`src/rtl/fcmp_unit_pkg.sv`:
```
// Shared constants and types for the single-precision compare unit.
// Function codes, word widths and the canonical NaN used by FMIN/FMAX live here.
package fcmp_unit_pkg;

  localparam int unsigned LEN_WORD  = 32;
  localparam int unsigned LEN_FUNC3 = 3;
  localparam int unsigned LEN_EXP   = 8;
  localparam int unsigned LEN_MAN   = 23;

  localparam logic [LEN_FUNC3-1:0] FUNC3_FLE  = 3'b000;
  localparam logic [LEN_FUNC3-1:0] FUNC3_FLT  = 3'b001;
  localparam logic [LEN_FUNC3-1:0] FUNC3_FEQ  = 3'b010;
  localparam logic [LEN_FUNC3-1:0] FUNC3_FMIN = 3'b100;
  localparam logic [LEN_FUNC3-1:0] FUNC3_FMAX = 3'b101;

  localparam logic [LEN_WORD-1:0] CANON_NAN = 32'h7FC0_0000;

  // Accepted request held in S1 (the tag is parameterised and kept alongside).
  typedef struct packed {
    logic [LEN_FUNC3-1:0] func3;
    logic [LEN_WORD-1:0]  rs1;
    logic [LEN_WORD-1:0]  rs2;
  } fcmp_req_t;

  // Relation flags produced by the combinational compare core.
  typedef struct packed {
    logic eq;
    logic lt;
    logic a_nan;
    logic b_nan;
    logic both_zero;
  } fcmp_flags_t;

  function automatic logic is_nan(input logic [LEN_WORD-1:0] x);
    return (x[LEN_WORD-2 -: LEN_EXP] == {LEN_EXP{1'b1}}) && (x[LEN_MAN-1:0] != '0);
  endfunction

endpackage

```
`src/rtl/fcmp_core.sv`:
```
// Combinational single-precision relation core: equality, less-than and NaN detect.
// Signed zeros compare equal; any NaN forces eq and lt low.
module fcmp_core
  import fcmp_unit_pkg::*;
(
  input  logic [LEN_WORD-1:0] a_i,
  input  logic [LEN_WORD-1:0] b_i,
  output fcmp_flags_t         flags_o
);

  logic                a_nan_c;
  logic                b_nan_c;
  logic                any_nan_c;
  logic                both_zero_c;
  logic                a_sign_c;
  logic                b_sign_c;
  logic [LEN_WORD-2:0] a_mag_c;
  logic [LEN_WORD-2:0] b_mag_c;
  logic                lt_c;

  assign a_nan_c     = is_nan(a_i);
  assign b_nan_c     = is_nan(b_i);
  assign any_nan_c   = a_nan_c || b_nan_c;
  assign a_sign_c    = a_i[LEN_WORD-1];
  assign b_sign_c    = b_i[LEN_WORD-1];
  assign a_mag_c     = a_i[LEN_WORD-2:0];
  assign b_mag_c     = b_i[LEN_WORD-2:0];
  assign both_zero_c = (a_mag_c == '0) && (b_mag_c == '0);

  // Exponent-over-mantissa magnitude is an unsigned compare; negatives invert it.
  always_comb begin
    lt_c = 1'b0;
    if (any_nan_c || both_zero_c) begin
      lt_c = 1'b0;
    end else if (a_sign_c != b_sign_c) begin
      lt_c = a_sign_c;
    end else if (a_sign_c) begin
      lt_c = a_mag_c > b_mag_c;
    end else begin
      lt_c = a_mag_c < b_mag_c;
    end
  end

  always_comb begin
    flags_o           = '0;
    flags_o.eq        = !any_nan_c && ((a_i == b_i) || both_zero_c);
    flags_o.lt        = lt_c;
    flags_o.a_nan     = a_nan_c;
    flags_o.b_nan     = b_nan_c;
    flags_o.both_zero = both_zero_c;
  end

endmodule

```
`src/rtl/fcmp_unit.sv`:
```
// Two-stage pipelined FEQ/FLT/FLE unit with valid/ready handshakes on both sides.
// Define FCMP_MINMAX_EN to add FMIN/FMAX; otherwise those codes report illegal.
module fcmp_unit
  import fcmp_unit_pkg::*;
#(
  parameter int unsigned LEN_TAG = 5
) (
  input  logic                 clk,
  input  logic                 rstn,
  input  logic                 in_valid,
  output logic                 in_ready,
  input  logic [LEN_FUNC3-1:0] func3,
  input  logic [LEN_WORD-1:0]  rs1,
  input  logic [LEN_WORD-1:0]  rs2,
  input  logic [LEN_TAG-1:0]   tag_in,
  output logic                 out_valid,
  input  logic                 out_ready,
  output logic [LEN_WORD-1:0]  result,
  output logic [LEN_TAG-1:0]   tag_out,
  output logic                 illegal
);

  logic                s1_valid_q, s1_valid_d;
  fcmp_req_t           s1_req_q, s1_req_d;
  logic [LEN_TAG-1:0]  s1_tag_q, s1_tag_d;

  logic                s2_valid_q, s2_valid_d;
  logic [LEN_WORD-1:0] s2_result_q, s2_result_d;
  logic [LEN_TAG-1:0]  s2_tag_q, s2_tag_d;
  logic                s2_illegal_q, s2_illegal_d;

  logic                s2_en_c;
  fcmp_flags_t         flags_c;
  logic [LEN_WORD-1:0] res_c;
  logic                illegal_c;

  // S2 may load when empty or draining; S1 may load when empty or advancing.
  assign s2_en_c  = !s2_valid_q || out_ready;
  assign in_ready = !s1_valid_q || s2_en_c;

  fcmp_core u_core (
    .a_i     (s1_req_q.rs1),
    .b_i     (s1_req_q.rs2),
    .flags_o (flags_c)
  );

  always_comb begin
    res_c     = '0;
    illegal_c = 1'b0;
    case (s1_req_q.func3)
      FUNC3_FEQ: res_c = LEN_WORD'(flags_c.eq);
      FUNC3_FLT: res_c = LEN_WORD'(flags_c.lt);
      FUNC3_FLE: res_c = LEN_WORD'(flags_c.lt || flags_c.eq);
`ifdef FCMP_MINMAX_EN
      FUNC3_FMIN: begin
        if (flags_c.a_nan && flags_c.b_nan)  res_c = CANON_NAN;
        else if (flags_c.a_nan)              res_c = s1_req_q.rs2;
        else if (flags_c.b_nan)              res_c = s1_req_q.rs1;
        else if (flags_c.both_zero)          res_c = s1_req_q.rs1[LEN_WORD-1] ? s1_req_q.rs1 : s1_req_q.rs2;
        else                                 res_c = flags_c.lt ? s1_req_q.rs1 : s1_req_q.rs2;
      end
      FUNC3_FMAX: begin
        if (flags_c.a_nan && flags_c.b_nan)  res_c = CANON_NAN;
        else if (flags_c.a_nan)              res_c = s1_req_q.rs2;
        else if (flags_c.b_nan)              res_c = s1_req_q.rs1;
        else if (flags_c.both_zero)          res_c = s1_req_q.rs1[LEN_WORD-1] ? s1_req_q.rs2 : s1_req_q.rs1;
        else                                 res_c = flags_c.lt ? s1_req_q.rs2 : s1_req_q.rs1;
      end
`endif
      default: begin
        res_c     = '0;
        illegal_c = 1'b1;
      end
    endcase
  end

`ifndef FCMP_MINMAX_EN
  logic unused_flags_c;
  assign unused_flags_c = ^{flags_c.a_nan, flags_c.b_nan, flags_c.both_zero};
`endif

  // Next-state for both pipeline stages; each holds when not enabled.
  always_comb begin
    s1_valid_d   = s1_valid_q;
    s1_req_d     = s1_req_q;
    s1_tag_d     = s1_tag_q;
    s2_valid_d   = s2_valid_q;
    s2_result_d  = s2_result_q;
    s2_tag_d     = s2_tag_q;
    s2_illegal_d = s2_illegal_q;

    if (in_ready) begin
      s1_valid_d = in_valid;
      if (in_valid) begin
        s1_req_d.func3 = func3;
        s1_req_d.rs1   = rs1;
        s1_req_d.rs2   = rs2;
        s1_tag_d       = tag_in;
      end
    end

    if (s2_en_c) begin
      s2_valid_d = s1_valid_q;
      if (s1_valid_q) begin
        s2_result_d  = res_c;
        s2_tag_d     = s1_tag_q;
        s2_illegal_d = illegal_c;
      end
    end
  end

  always_ff @(posedge clk or negedge rstn) begin
    if (!rstn) begin
      s1_valid_q   <= 1'b0;
      s1_req_q     <= '0;
      s1_tag_q     <= '0;
      s2_valid_q   <= 1'b0;
      s2_result_q  <= '0;
      s2_tag_q     <= '0;
      s2_illegal_q <= 1'b0;
    end else begin
      s1_valid_q   <= s1_valid_d;
      s1_req_q     <= s1_req_d;
      s1_tag_q     <= s1_tag_d;
      s2_valid_q   <= s2_valid_d;
      s2_result_q  <= s2_result_d;
      s2_tag_q     <= s2_tag_d;
      s2_illegal_q <= s2_illegal_d;
    end
  end

  assign out_valid = s2_valid_q;
  assign result    = s2_result_q;
  assign tag_out   = s2_tag_q;
  assign illegal   = s2_illegal_q;

endmodule

```
`config.mk`:
```
export PLATFORM = sky130hd
export DESIGN_NAME = fcmp_unit
export DESIGN_NICKNAME = d
export VERILOG_FILES = /design/src/rtl/fcmp_unit_pkg.sv /design/src/rtl/fcmp_core.sv /design/src/rtl/fcmp_unit.sv
export SDC_FILE = /design/constraint.sdc
export NUM_CORES = 1
export LEC_CHECK = 0
export ABC_AREA = 1
export ABC_CLOCK_PERIOD_IN_PS = 2450
export CAP_MARGIN = 20
export CELL_PAD_IN_SITES_DETAIL_PLACEMENT = 1
export CELL_PAD_IN_SITES_GLOBAL_PLACEMENT = 1
export CORE_ASPECT_RATIO = 0.8
export CORE_MARGIN = 2
export CORE_UTILIZATION = 36
export CTS_CLUSTER_DIAMETER = 200
export DETAILED_ROUTE_END_ITERATION = 10
export GPL_ROUTABILITY_DRIVEN = 1
export PLACE_DENSITY_LB_ADDON = 0.2
export REMOVE_ABC_BUFFERS = 1
export SYNTH_ARGS = -nofsm -noshare
export SYNTH_HDL_FRONTEND = slang
export SYNTH_HIERARCHICAL = 1
export SYNTH_SLANG_ARGS = --single-unit
```
`constraint.sdc`:
```
create_clock -name clk -period 2.45 [get_ports clk]
set_clock_uncertainty 0.2 [all_clocks]
set_input_delay 0.49 -clock clk [delete_from_list [all_inputs] [get_ports clk]]
set_output_delay 0.49 -clock clk [all_outputs]
set_load 0.005 [all_outputs]
```
Word-level counts from Yosys, hierarchy flattened
Index checks and enable logic that the tools add are counted.
{ "totals": {"register_bits": 112, "latchBits": 0, "ram_bits": 0, "rom_bits": 0, "out_inout_bits": 40, "elab_cells": 43, "mem_count": 0} }
{ "classes": {"add_sub_neg": 0, "mul": 0, "div": 0, "magnitude_cmp": 2, "n_eq_ne": 6, "shift": 0, "muxes": 5, "bitwise_logic": 0, "reduce_logical": 21} }
{ "ops": {"columns": ["operator", "count"], "rows": [
  ["$logic_not A31 Y1", 2],
  ["$reduce_bool A23 Y1", 2],
  ["$eq A32 B32 Y1", 1],
  ["$gt A31 B31 Y1", 1],
  ["$lt A31 B31 Y1", 1],
  ["$eq A8 B8 Y1 const B", 2],
  ["$logic_or A1 B1 Y1", 6],
  ["$logic_and A1 B1 Y1", 4],
  ["$mux W1", 4],
  ["$reduce_and A2 Y1", 2],
  ["$eq A3 B1 Y1 const B", 1],
  ["$eq A3 B2 Y1 const B", 1],
  ["$logic_not A1 Y1", 3],
  ["$logic_not A3 Y1", 1],
  ["$pmux W1 S3", 1],
  ["$reduce_or A3 Y1", 1],
  ["$ne A1 B1 Y1", 1]
]} }

Longest topological paths before layout
Gate-level depths: netlist of run 1.
{ "logic_depth": {"word_depth": 7, "ltp_mapped": 19, "ltp_nobuf": 18} }

Hierarchy
The synthesis of run 1 kept the hierarchy.
{ "modules_own_cells": {"columns": ["mod", "n_inst", "cells_per_inst", "area_per_inst_um2", "seq_area_each_um2"], "rows": [
  ["fcmp_unit", 1, 387, 3483.3, 2026.9],
  ["fcmp_core", 1, 251, 1372.6, 0.0]
]} }

Worst setup path before layout of run 1
Ideal clock, no wire load.
{ "synth_path": {"path_type": "flip-flop to flip-flop", "from": "register s1_req_q[62] (netlist name)", "to": "register s2_result_q[0] (netlist: result[0])", "setup_time_ps": 117, "arrival_ps": 1659, "required_ps": 2133, "path_slack_ps": 474, "path_stages_with_launch": 16, "period_less_slack_ps": 1976, "path_cell_list": "dfrtp_1 > ha_1 > nand2_2 > nor2_4 > nand4_1 > nor3_2 > nand2_1 > nand2_1 > nand2_1 > nand2_1 > nor2_1 > buf_4 > nand3_1 > nand2_1 > nand2_1 > nand2_1"} }
{ "synth_between": {"elab_chain_cells": 7, "elab_cells_between_ends": 17} }
{ "synth_rtl": {"columns": ["element", "line", "source"], "rows": [
  ["from (decl)", "fcmp_unit.sv:24", "fcmp_req_t s1_req_q, s1_req_d;"],
  ["from (signal assigned)", "fcmp_unit.sv:123", "s1_req_q <= s1_req_d;"],
  ["parallel branches: the longest is 4 deep, another holds $lt A31 B31 Y1", null, null],
  ["$mux W1 (*)", "fcmp_core.sv:33", "if (any_nan_c || both_zero_c) begin"],
  ["net u_core.lt_c", "fcmp_core.sv:19", "logic lt_c;"],
  ["$logic_or A1 B1 Y1", "fcmp_unit.sv:53", "FUNC3_FLE: res_c = LEN_WORD'(flags_c.lt || flags_c.eq);"],
  ["$pmux W1 S3 (*)", "fcmp_unit.sv:50", "case (s1_req_q.func3)"],
  ["to (signal assigned)", "fcmp_unit.sv:126", "s2_result_q <= s2_result_d;"],
  ["to (decl)", "fcmp_unit.sv:28", "logic [LEN_WORD-1:0] s2_result_q, s2_result_d;"]
]} }
Mark *: on every way through the listed nets, which the timed path passes.
A chain may end at the register's enable or synchronous reset.

Worst setup path in the final report of run 1
{ "layout_path": {"from": "input out_ready", "to": "output in_ready"} }
{ "layout_between": {"elab_chain_cells": 2} }
{ "layout_rtl": {"columns": ["element", "line", "source"], "rows": [
  ["from (decl)", "fcmp_unit.sv:17", "input logic out_ready,"],
  ["$logic_or A1 B1 Y1", "fcmp_unit.sv:38", "assign s2_en_c = !s2_valid_q || out_ready;"],
  ["$logic_or A1 B1 Y1", "fcmp_unit.sv:39", "assign in_ready = !s1_valid_q || s2_en_c;"],
  ["to (decl)", "fcmp_unit.sv:11", "output logic in_ready,"]
]} }
No other way between the ends.

==> results by group, run 1 <==
Power
  – Flop pwr share: between 40% and 50%
  – P_int: about 2.8 mW
  – Maximum vdd ir drop: between 0.3 and 0.4 mV
  – Psw: 1.47 mW
  – Clock power frac: 30.8%
  – Leakage: around 3.1 nW
  – Pwr/cell area: 714 nW/um^2
  – Sw Ratio: 34.5%
  – Comb pwr share: 28.4%

Timing
  – Slew of the pin with the lowest slew margin: 0.540 ns
  – Fin crit period: 2.38 ns
  – Hold slack: 0.271 ns
  – Fin Setup TNS: 0 ns
  – Final Hold Violating Endpoints: 0
  – Fin crit share: 97.3%
  – Slew HR: 64.0%
  – Fin. max-slew vios: 0
  – RSZ-0062 raised after global routing: false
  – Endpoints failing setup: 0
  – FMAX: 420 MHz

Drt
  – Wire length per cell: 14.3 um
  – Post-route ant nets: 0
  – Drc violations: 0
  – DR vias: about 4200
  – Vias per cell: 4.73
  – Routed wire length: 12700 um
  – Starting DRC count in detailed routing: approximately 130
  – 1st-pass router iterations: 4

Critical path
  – Arrival time worst endpoint: about 1.7 ns
  – Worst Path Max Fanout: 2
  – Setup Crit Path Kind: primary input to output port
  – Crit end category: output port
  – CP Launch Type: primary input
  – R2R setup slack: 0.27 ns
  – Required time worst endpoint: 1.76 ns

Floorplanning
  – I/O pin cnt: roughly 120
  – Die span in x: 133 um
  – Initial core utilization: 37.2%
  – Site row count: 37
  – Die area: 14400 sq um
  – Die H: 108 um
  – Core Region: ~13000 sq um

GRT
  – Initial antenna violation count: 0
  – Vias in the first global route: 4466
  – First-pass GRT wire length: between 20000 and 25000 um
  – Overflow after GRT: 0
  – Largest net degree at the start of global routing: 75
  – GRT Overall Usage: 18.7%

Clocking
  – Htree depth: 3
  – Worst-skew pair later-pin latency: between 0.3 and 0.4 ns
  – CTS tree: done
  – Post-CTS Setup Bufs: 0
  – CTS root buffer: clkbuf_16
  – Clk sink count: 81
  – Cts bufs inserted: 9
  – Clock Tree Buf Depth: 2
  – Clk slew on worst S/H paths: 0.07 ns

Layout
  – Reg area: 2030 sq um
  – Layout cell share with drive strength beyond 1: 4.90%
  – Area delta synth->final: 23.3%
  – Nets: 816
  – Multi-input logic area: 2280 sq um
  – Ant diodes: 0
  – # fillers: 1623

Placement
  – HPWL after detailed placement: 9430 um
  – Port Buffers: between 80 and 90
  – GP Congestion: between 0.8 and 0.9

Synthesis
  – Post-Syn Area: between 4000 and 5000 sq um
  – Synth warn: 6
  – Average cell area after synthesis: around 7.6 sq um
  – Post-Synthesis Cells: 633

Run status
  – Status: finished clean

Flow run
  – MaxCap Viol Count: 0

Hold path
  – Hold WC Path Type: register to register
area by class of cell:
type	count	area share [%]
tap	175	3.68
inverter	59	3.72
clock buffer	9	3.78
timing repair buffer	90	15.4
multi-input combinational	468	38.3
sequential	81	34.1
clock inverter	7	1.03
power by group through the flow:
stage / Clock (mW) / Combinational [mW] / Sequential, mW
4_1_cts: 1.35 / 1.22 / 1.74
6_report: 1.31 / 1.21 / 1.74
3_3_place_gp: 0 / 1.15 / 1.75
3_5_place_dp: 0 / 1.21 / 1.76
2_1_floorplan: 0 / 0.717 / 1.71
5_1_grt: 1.40 / 1.39 / 1.77
through the flow:
step	setup slack (ns)	power [mW]	utilization, %	std cells	instance area, sq um
floorplan	-0.351	2.42	-	608	4530
global placement	0.0654	2.90	43.6	872	5650
detailed placement	0.0791	2.97	43.6	872	5650
CTS	0.0324	4.31	45.9	889	5950
global route	0.0222	4.56	45.9	889	5950
finish	0.0664	4.25	45.9	889	5950
critical path, stage by stage:
cell and delay, ns:
clkdlybuf4s50_1 0.47, inv_1 0.07, nand3_2 0.13, clkdlybuf4s50_1 0.53
layer usage:
metal,wire length (um),track usage [%]
met1,6070,23.8
met2,5860,31.4
met3,552,4.43
met4,206,6.31
met5,0,0
flip-flops by register name (all words and copies together) (netlist names):
name,flops
s1_req_q,67
tag_out,5
result,1
out_valid,1
s1_tag_q,5
s1_valid_q,1
illegal,1
placed cells by master (no fill, tap or decap), drive strengths merged, types with 13 or more instances in the layout:
| cell type | instances |
|---|---|
| ha | 31 |
| dfrtp | 81 |
| conb | 31 |
| inv | 63 |
| nand3 | 81 |
| a21oi | 13 |
| nand2 | 234 |
| clkdlybuf4s50 | 82 |
| nand4 | 23 |
| nor2 | 40 |
repair_timing:
item / 4_1_cts / 5_1_grt
hold buffers: 1 / 0
setup endpoints to repair: 0 / 1
gates resized for setup: 0 / 1
endpoints found under the hold margin: 38 / 0
worst paths after layout:
| kind | start | to | cells after the start |
|---|---|---|---|
| min in group asynchronous | rstn | s1_req_q[2] | 2 |
| hold reg to reg | s1_tag_q[4] | s1_tag_q[4] | 2 |
| setup reg to reg | s1_req_q[50] | result[0] | 16 |
| setup / recovery | out_ready | in_ready | 4 |
| max in group asynchronous | rstn | s1_req_q[29] | 3 |
| hold / removal | s1_tag_q[4] | s1_tag_q[4] | 2 |
Note: power is estimated with default switching activity, not from simulation.
==> run 2, diff against run 1 <==
--- a/config.mk
+++ b/config.mk
@@ -7,7 +7,6 @@
 export LEC_CHECK = 0
 export ABC_AREA = 1
 export ABC_CLOCK_PERIOD_IN_PS = 2450
-export CAP_MARGIN = 20
 export CELL_PAD_IN_SITES_DETAIL_PLACEMENT = 1
 export CELL_PAD_IN_SITES_GLOBAL_PLACEMENT = 1
 export CORE_ASPECT_RATIO = 0.8
==> results of run 2 <==
The final DEF is identical to that of run 1; final timing and power are the same.
==> run 3, diff against run 2 <==
--- a/config.mk
+++ b/config.mk
@@ -17,6 +17,7 @@
 export GPL_ROUTABILITY_DRIVEN = 1
 export PLACE_DENSITY_LB_ADDON = 0.2
 export REMOVE_ABC_BUFFERS = 1
+export SETUP_SLACK_MARGIN = 0.02
 export SYNTH_ARGS = -nofsm -noshare
 export SYNTH_HDL_FRONTEND = slang
 export SYNTH_HIERARCHICAL = 1
==> results of run 3 <==
The final DEF is identical to that of run 1; final timing and power are the same.
